## src/rtl/mul_share_arb_pkg.sv

```systemverilog
// Shared constants, tag type and phase enum for the multiplier-sharing arbiter.
package mul_share_arb_pkg;

  localparam int unsigned N_DEF   = 10;
  localparam int unsigned K_DEF   = 4;
  localparam int unsigned LAT_DEF = 2;

  // Width of a requester id for k requesters (k is at least 2).
  function automatic int unsigned id_width(input int unsigned k);
    return (k <= 2) ? 1 : $clog2(k);
  endfunction

  // Sized for the largest supported K so the tag type is fixed across builds.
  localparam int unsigned IDW = id_width(8);

  typedef struct packed {
    logic           vld;
    logic [IDW-1:0] id;
  } tag_t;

  typedef enum logic {StIdle, StRun} phase_e;

endpackage

```

## src/rtl/mul_share_arb_rr.sv

```systemverilog
// Round-robin grant: first asserted request at or after ptr, wrapping modulo K.
module rr_arbiter_k #(
  parameter int unsigned K  = 4,
  parameter int unsigned PW = 3
) (
  input  logic [K-1:0]  req,
  input  logic [PW-1:0] ptr,
  output logic [K-1:0]  gnt
);

  logic found;

  // Scan offsets in priority order; only constant indices touch req/gnt.
  always_comb begin
    gnt   = '0;
    found = 1'b0;
    for (int off = 0; off < int'(K); off++) begin
      for (int i = 0; i < int'(K); i++) begin
        if (!found && req[i] && (((int'(ptr) + off) % int'(K)) == i)) begin
          gnt[i] = 1'b1;
          found  = 1'b1;
        end
      end
    end
  end

endmodule

```

## src/rtl/mul_share_arb.sv

```systemverilog
// Shares one pipelined multiplier between K requesters with round-robin issue.
// Optional per-requester grant counters: define MUL_SHARE_ARB_PERF_EN.
module mul_share_arb
  import mul_share_arb_pkg::*;
#(
  parameter int unsigned N   = N_DEF,
  parameter int unsigned K   = K_DEF,
  parameter int unsigned LAT = LAT_DEF
) (
  input  logic              clk,
  input  logic              rst,
  input  logic [K-1:0]      req_valid,
  output logic [K-1:0]      req_ready,
  input  logic [K*N-1:0]    req_x,
  input  logic [K*N-1:0]    req_y,
  output logic [K-1:0]      rsp_valid,
  output logic [2*N-1:0]    rsp_z,
  output logic [N-1:0]      mul_x,
  output logic [N-1:0]      mul_y,
  input  logic [2*N-1:0]    mul_z,
  output logic [K-1:0]      busy,
  output logic [16*K-1:0]   perf_cnt
);

  logic [K-1:0]   elig, gnt;
  logic [K-1:0]   busy_q, busy_d;
  logic [K-1:0]   rsp_valid_q, rsp_valid_d;
  logic [2*N-1:0] rsp_z_q, rsp_z_d;
  logic [N-1:0]   mul_x_q, mul_x_d, mul_y_q, mul_y_d;
  logic [IDW-1:0] ptr_q, ptr_d, gnt_id;
  phase_e         st_q, st_d;

  // Stage 0 travels alongside mul_x/mul_y; stages 1..LAT follow the multiplier.
  tag_t tag_q [LAT+1];
  tag_t tag_d [LAT+1];

  assign elig = req_valid & ~busy_q;

  rr_arbiter_k #(
    .K  (K),
    .PW (IDW)
  ) u_arb (
    .req (elig),
    .ptr (ptr_q),
    .gnt (gnt)
  );

  assign req_ready = gnt;

  // Encode the grant, select its operands and advance the pointer past it.
  always_comb begin
    gnt_id  = '0;
    mul_x_d = mul_x_q;
    mul_y_d = mul_y_q;
    for (int i = 0; i < int'(K); i++) begin
      if (gnt[i]) begin
        gnt_id  = IDW'(i);
        mul_x_d = req_x[i*N +: N];
        mul_y_d = req_y[i*N +: N];
      end
    end
    ptr_d = ptr_q;
    if (|gnt) begin
      ptr_d = (gnt_id == IDW'(K - 1)) ? '0 : gnt_id + IDW'(1);
    end
  end

  // Tag shift register, response routing, busy bookkeeping and global phase.
  always_comb begin
    tag_d[0].vld = |gnt;
    tag_d[0].id  = gnt_id;
    for (int s = 1; s <= int'(LAT); s++) begin
      tag_d[s] = tag_q[s-1];
    end

    rsp_valid_d = '0;
    rsp_z_d     = rsp_z_q;
    busy_d      = busy_q;
    if (tag_q[LAT].vld) begin
      rsp_z_d = mul_z;
      for (int i = 0; i < int'(K); i++) begin
        if (tag_q[LAT].id == IDW'(i)) begin
          rsp_valid_d[i] = 1'b1;
          busy_d[i]      = 1'b0;
        end
      end
    end
    // A retiring requester is busy until this edge, so it cannot also be granted here.
    busy_d = busy_d | gnt;

    st_d = StIdle;
    if (|gnt) st_d = StRun;
    for (int s = 0; s < int'(LAT); s++) begin
      if (tag_q[s].vld) st_d = StRun;
    end
  end

  // State registers with synchronous reset.
  always_ff @(posedge clk) begin
    if (rst) begin
      mul_x_q     <= '0;
      mul_y_q     <= '0;
      rsp_valid_q <= '0;
      rsp_z_q     <= '0;
      busy_q      <= '0;
      ptr_q       <= '0;
      st_q        <= StIdle;
      for (int s = 0; s <= int'(LAT); s++) begin
        tag_q[s] <= '0;
      end
    end else begin
      mul_x_q     <= mul_x_d;
      mul_y_q     <= mul_y_d;
      rsp_valid_q <= rsp_valid_d;
      rsp_z_q     <= rsp_z_d;
      busy_q      <= busy_d;
      ptr_q       <= ptr_d;
      st_q        <= st_d;
      for (int s = 0; s <= int'(LAT); s++) begin
        tag_q[s] <= tag_d[s];
      end
    end
  end

  assign mul_x     = mul_x_q;
  assign mul_y     = mul_y_q;
  assign rsp_valid = rsp_valid_q;
  assign rsp_z     = rsp_z_q;
  // Busy is only ever set while work is in flight; idle phase forces it low.
  assign busy      = (st_q == StRun) ? busy_q : '0;

`ifdef MUL_SHARE_ARB_PERF_EN
  logic [15:0] cnt_q [K];

  // Saturating per-requester acceptance counters.
  always_ff @(posedge clk) begin
    if (rst) begin
      for (int i = 0; i < int'(K); i++) cnt_q[i] <= '0;
    end else begin
      for (int i = 0; i < int'(K); i++) begin
        if (gnt[i] && (cnt_q[i] != 16'hFFFF)) cnt_q[i] <= cnt_q[i] + 16'd1;
      end
    end
  end

  // Pack counters onto the output bus.
  always_comb begin
    perf_cnt = '0;
    for (int i = 0; i < int'(K); i++) perf_cnt[16*i +: 16] = cnt_q[i];
  end
`else
  assign perf_cnt = '0;
`endif

endmodule

```

## config.mk

```make
export PLATFORM = sky130hd
export DESIGN_NAME = mul_share_arb
export DESIGN_NICKNAME = d
export VERILOG_FILES = /design/src/rtl/mul_share_arb_pkg.sv /design/src/rtl/mul_share_arb_rr.sv /design/src/rtl/mul_share_arb.sv
export SDC_FILE = /design/constraint.sdc
export NUM_CORES = 1
export LEC_CHECK = 0
export ABC_AREA = 1
export CORE_MARGIN = 2
export CORE_UTILIZATION = 37
export DETAILED_ROUTE_END_ITERATION = 12
export GPL_ROUTABILITY_DRIVEN = 0
export PLACE_DENSITY_LB_ADDON = 0.15
export SLEW_MARGIN = 15
export SYNTH_ARGS = -nofsm -noshare
export SYNTH_HDL_FRONTEND = slang
export SYNTH_SLANG_ARGS = --single-unit
```

## constraint.sdc

```tcl
create_clock -name clk -period 3.56 [get_ports clk]
set_clock_uncertainty 0.1 [all_clocks]
set_input_delay 0.89 -clock clk [delete_from_list [all_inputs] [get_ports clk]]
set_output_delay 0.89 -clock clk [all_outputs]
set_load 0.005 [all_outputs]
```

==> summary.md <==
| Metric | Value |
|---|---|
| Row count | `35` |
| Via density per instance | `4.462` |
| Boundary Pins | `roughly 220` |
| Filler cells | `894` |
| Setup CP Type | `primary input to primary output` |
| Input/output buffers | `roughly 160` |
| Avg WL per Cell | `roughly 12 um` |
| Vias post-DR | `~3600` |
| Crit path time final | `3.441 ns` |
| Crit path arrival time | `~2.5 ns` |
| Total CTS buffers | `9` |
| Fin nets | `795` |
| Post-Syn Instances | `just over 500` |
| CTS tree | `built` |
| Full die area | `~0.010 mm2` |
| Clock-pin slew on the worst setup and hold paths | `approximately 0.070 ns` |
| Vias in the first global route | `around 3300` |
| Worst-Margin Slew | `approximately 0.71 ns` |
| Core Footprint | `between 0.009 and 0.01 mm2` |
| Initial antenna violation count | `0` |
| Setup TNS | `0 ns` |
| All-layer global routing usage | `between 15 and 20%` |
| Seq/Total Area, Yosys | `roughly a third` |
| Final count of negative-setup-slack endpoints | `0` |
| # H-tree levels | `3` |
| Cell area after placement | `~0.0050 mm2` |
| Total power | `3.877 mW` |
| VDD IR max | `about 0.34 mV` |
| Largest net degree at the start of global routing | `24` |
| Synth Register Bits | `60` |
| Synth warn | `0` |
| Final count of hold timing violations | `0` |
| CTS Hold Bufs | `0` |
| Cell variety after synth | `28` |
| Global route overflow | `0` |
| Area delta synth->final | `52.86%` |
| Worst skew pair latency | `about 0.34 ns` |
| Initial Util | `37.73%` |
| Status | `complete, no violations` |
| Root buffer cell | `clkbuf_8` |
| Post-synth ARST share | `0%` |
| Ant. Diodes | `0` |
| Count leader, synth | `nand2_1` |
| Fmax | `0.2906 GHz` |
| Initial drt markers | `~110` |
| Commonest cells post-synth | `nand2_1, nor2_1, buf_4` |
| Max_cap viols | `0` |
| Critical Path Start Type | `primary input` |
| Worst-path fanout max | `3` |
| # clock sinks | `60` |
| Unrepaired setup endpoints after global routing | `no` |
| Critical Path RT | `2.57 ns` |
| Static Leak | `around 2.5 nW` |
| Area contributors post-synth | `dfxtp_1, nand2_1, buf_4` |
| Final max-slew violation count | `0` |
| Pwr/cell area | `about 740 mW/mm2` |
| Slew HR | `a little over half` |
| DRC viols | `0` |
| Longest Clk Path Bufs | `2` |
| Yosys top cell area share | `34.95%` |
| Final period utilization | `between 90% and 100%` |
| Routed Antenna Nets | `0` |
| Hold WC Path Type | `register to register` |
| Synth area leader | `dfxtp_1` |
| Final WL | `about 10000 um` |
| EDFF count, synth | `0` |
| Die width | `100.4 um` |
| Share of layout cells above drive strength 1 | `about an eighth` |
| HPWL after DPL | `around 7500 um` |
| Avg Inst Size Synth | `roughly 6.7 um2` |
| First-pass GRT wire length | `around 16000 um` |
| Cell Area, Synth | `about 0.0034 mm2` |
| DR pass1 iterations | `4` |
| Ys flop type | `dfxtp_1` |
| Die Y-Extent | `roughly 100 um` |
| Post-route cell area | `approximately 0.0053 mm2` |
| Critical Path Sink Type | `primary output` |
[where the power goes]
group	total [mW]	switching, mW	internal [mW]
Clock	0.562	0.289	0.273
Combinational	2.36	1.28	1.08
Sequential	0.953	0.104	0.849
[routing by layer]
metal | up-vias | global-route usage (%) | share of wire [%]
li1 | 1821 | - | -
met1 | 1619 | 24.46 | 44
met2 | 135 | 32.83 | 47
met3 | 17 | 6.407 | 8.0
met4 | 0 | 7.060 | 1.6
met5 | - | 0 | 0
[cells in the final DEF (no fill, tap or decap)]
| cell | netlist | layout |
|---|---|---|
| clkdlybuf4s50_1 | 0 | 149 |
| nand2_1 | 129 | 128 |
| nor2_1 | 81 | 78 |
| conb_1 | 1 | 64 |
| dfxtp_1 | 60 | 60 |
| inv_1 | 34 | 31 |
| buf_4 | 64 | 28 |
| nand3_1 | 26 | 26 |
| o21ai_0 | 27 | 26 |
| nor2_2 | 21 | 23 |
| a21oi_1 | 22 | 22 |
| clkbuf_8 | 0 | 10 |
| inv_2 | 2 | 5 |
| nor2_4 | 3 | 4 |
| nand4_1 | 4 | 4 |
| dlygate4sd2_1 | 0 | 4 |
| nor3_1 | 3 | 3 |
| clkinvlp_4 | 0 | 3 |
| buf_6 | 2 | 3 |
| buf_12 | 0 | 3 |
| nand3_2 | 2 | 2 |
| nand4_4 | 2 | 2 |
| nand2_2 | 1 | 2 |
| nand2_4 | 2 | 2 |
| or2_4 | 0 | 1 |
| o22ai_1 | 1 | 1 |
| o21ai_1 | 0 | 1 |
| o21bai_1 | 1 | 1 |
| o211ai_1 | 1 | 1 |
| or2_2 | 1 | 1 |
| a21boi_0 | 1 | 1 |
| a31oi_1 | 1 | 1 |
| clkbuf_1 | 7 | 1 |
| clkinv_2 | 0 | 1 |
| inv_6 | 0 | 1 |
| buf_2 | 12 | 1 |
[through the flow]
| stage | setup slack [ns] | hold slack [ns] | cells | utilization [%] |
|---|---|---|---|---|
| after floorplan | 0.4043 | 0.2883 | 575 | - |
| after global placement | -0.4017 | 0.2937 | 782 | 55.03 |
| after detailed placement | -0.4804 | 0.2990 | 782 | 55.03 |
| after CTS | 0.08504 | 0.3069 | 805 | 57.65 |
| after global routing | 0.007969 | 0.3137 | 805 | 57.68 |
| final | 0.1191 | 0.3056 | 805 | 57.68 |
[worst paths after layout]
| path | from | endpoint | cells after the start | slack (ns) |
|---|---|---|---|---|
| worst min-delay path | tag_q[0][5] | tag_q[0][9] | 2 | 0.31 |
| worst max-delay path | req_valid[1] | req_ready[2] | 14 | 0.12 |
| worst min register to register | tag_q[0][5] | tag_q[0][9] | 2 | 0.31 |
| worst max register to register | ptr_q[0] | mul_y[9] | 19 | 0.66 |
[worst max-delay path: stages]
cell	delay, ns
dlygate4sd2_1	0.24
inv_2	0.06
nor2_2	0.04
nand2_1	0.10
nand3_2	0.10
nor2_4	0.12
nand4_4	0.11
nor2_4	0.13
nand4_4	0.10
nor2_4	0.14
buf_6	0.11
nand4_1	0.09
nand2_2	0.10
buf_6	0.11
[cells by family (layout without fill, tap and decap cells)]
group	count (synthesis)	count (layout)	synth area share, %
other	1	64	0.1091
flip-flops	60	60	34.95
buffers and inverters	121	240	21.08
AND/OR/NAND/NOR	276	276	35.71
AO/OA/AOI/OAI	54	54	8.155
[what timing repair did]
action,4_1_cts,5_1_grt
setup buffers,7,0
setup endpoints to repair,4,3
gates resized for setup,35,1
pin swaps,11,2
[registers in the layout, indices dropped and copies added (netlist names)]
signal and cells:
busy_q 4, mul_x 10, mul_y 10, ptr_q 2, rsp_valid 4, rsp_z 20, st_q 1, tag_q 9
[area by class of cell]
class                   count  area [um2]  share of cell area, %
clock buffers              11       141.4                  2.691
clock inverters             5       36.28                 0.6906
inverters                  36       135.1                  2.572
multi-input cells         394        1765                  33.60
flip-flops and latches     60        1201                  22.86
well taps                 111       138.9                  2.643
repair buffers            188        1836                  34.94
No activity file was read; power rests on OpenSTA's default activity.
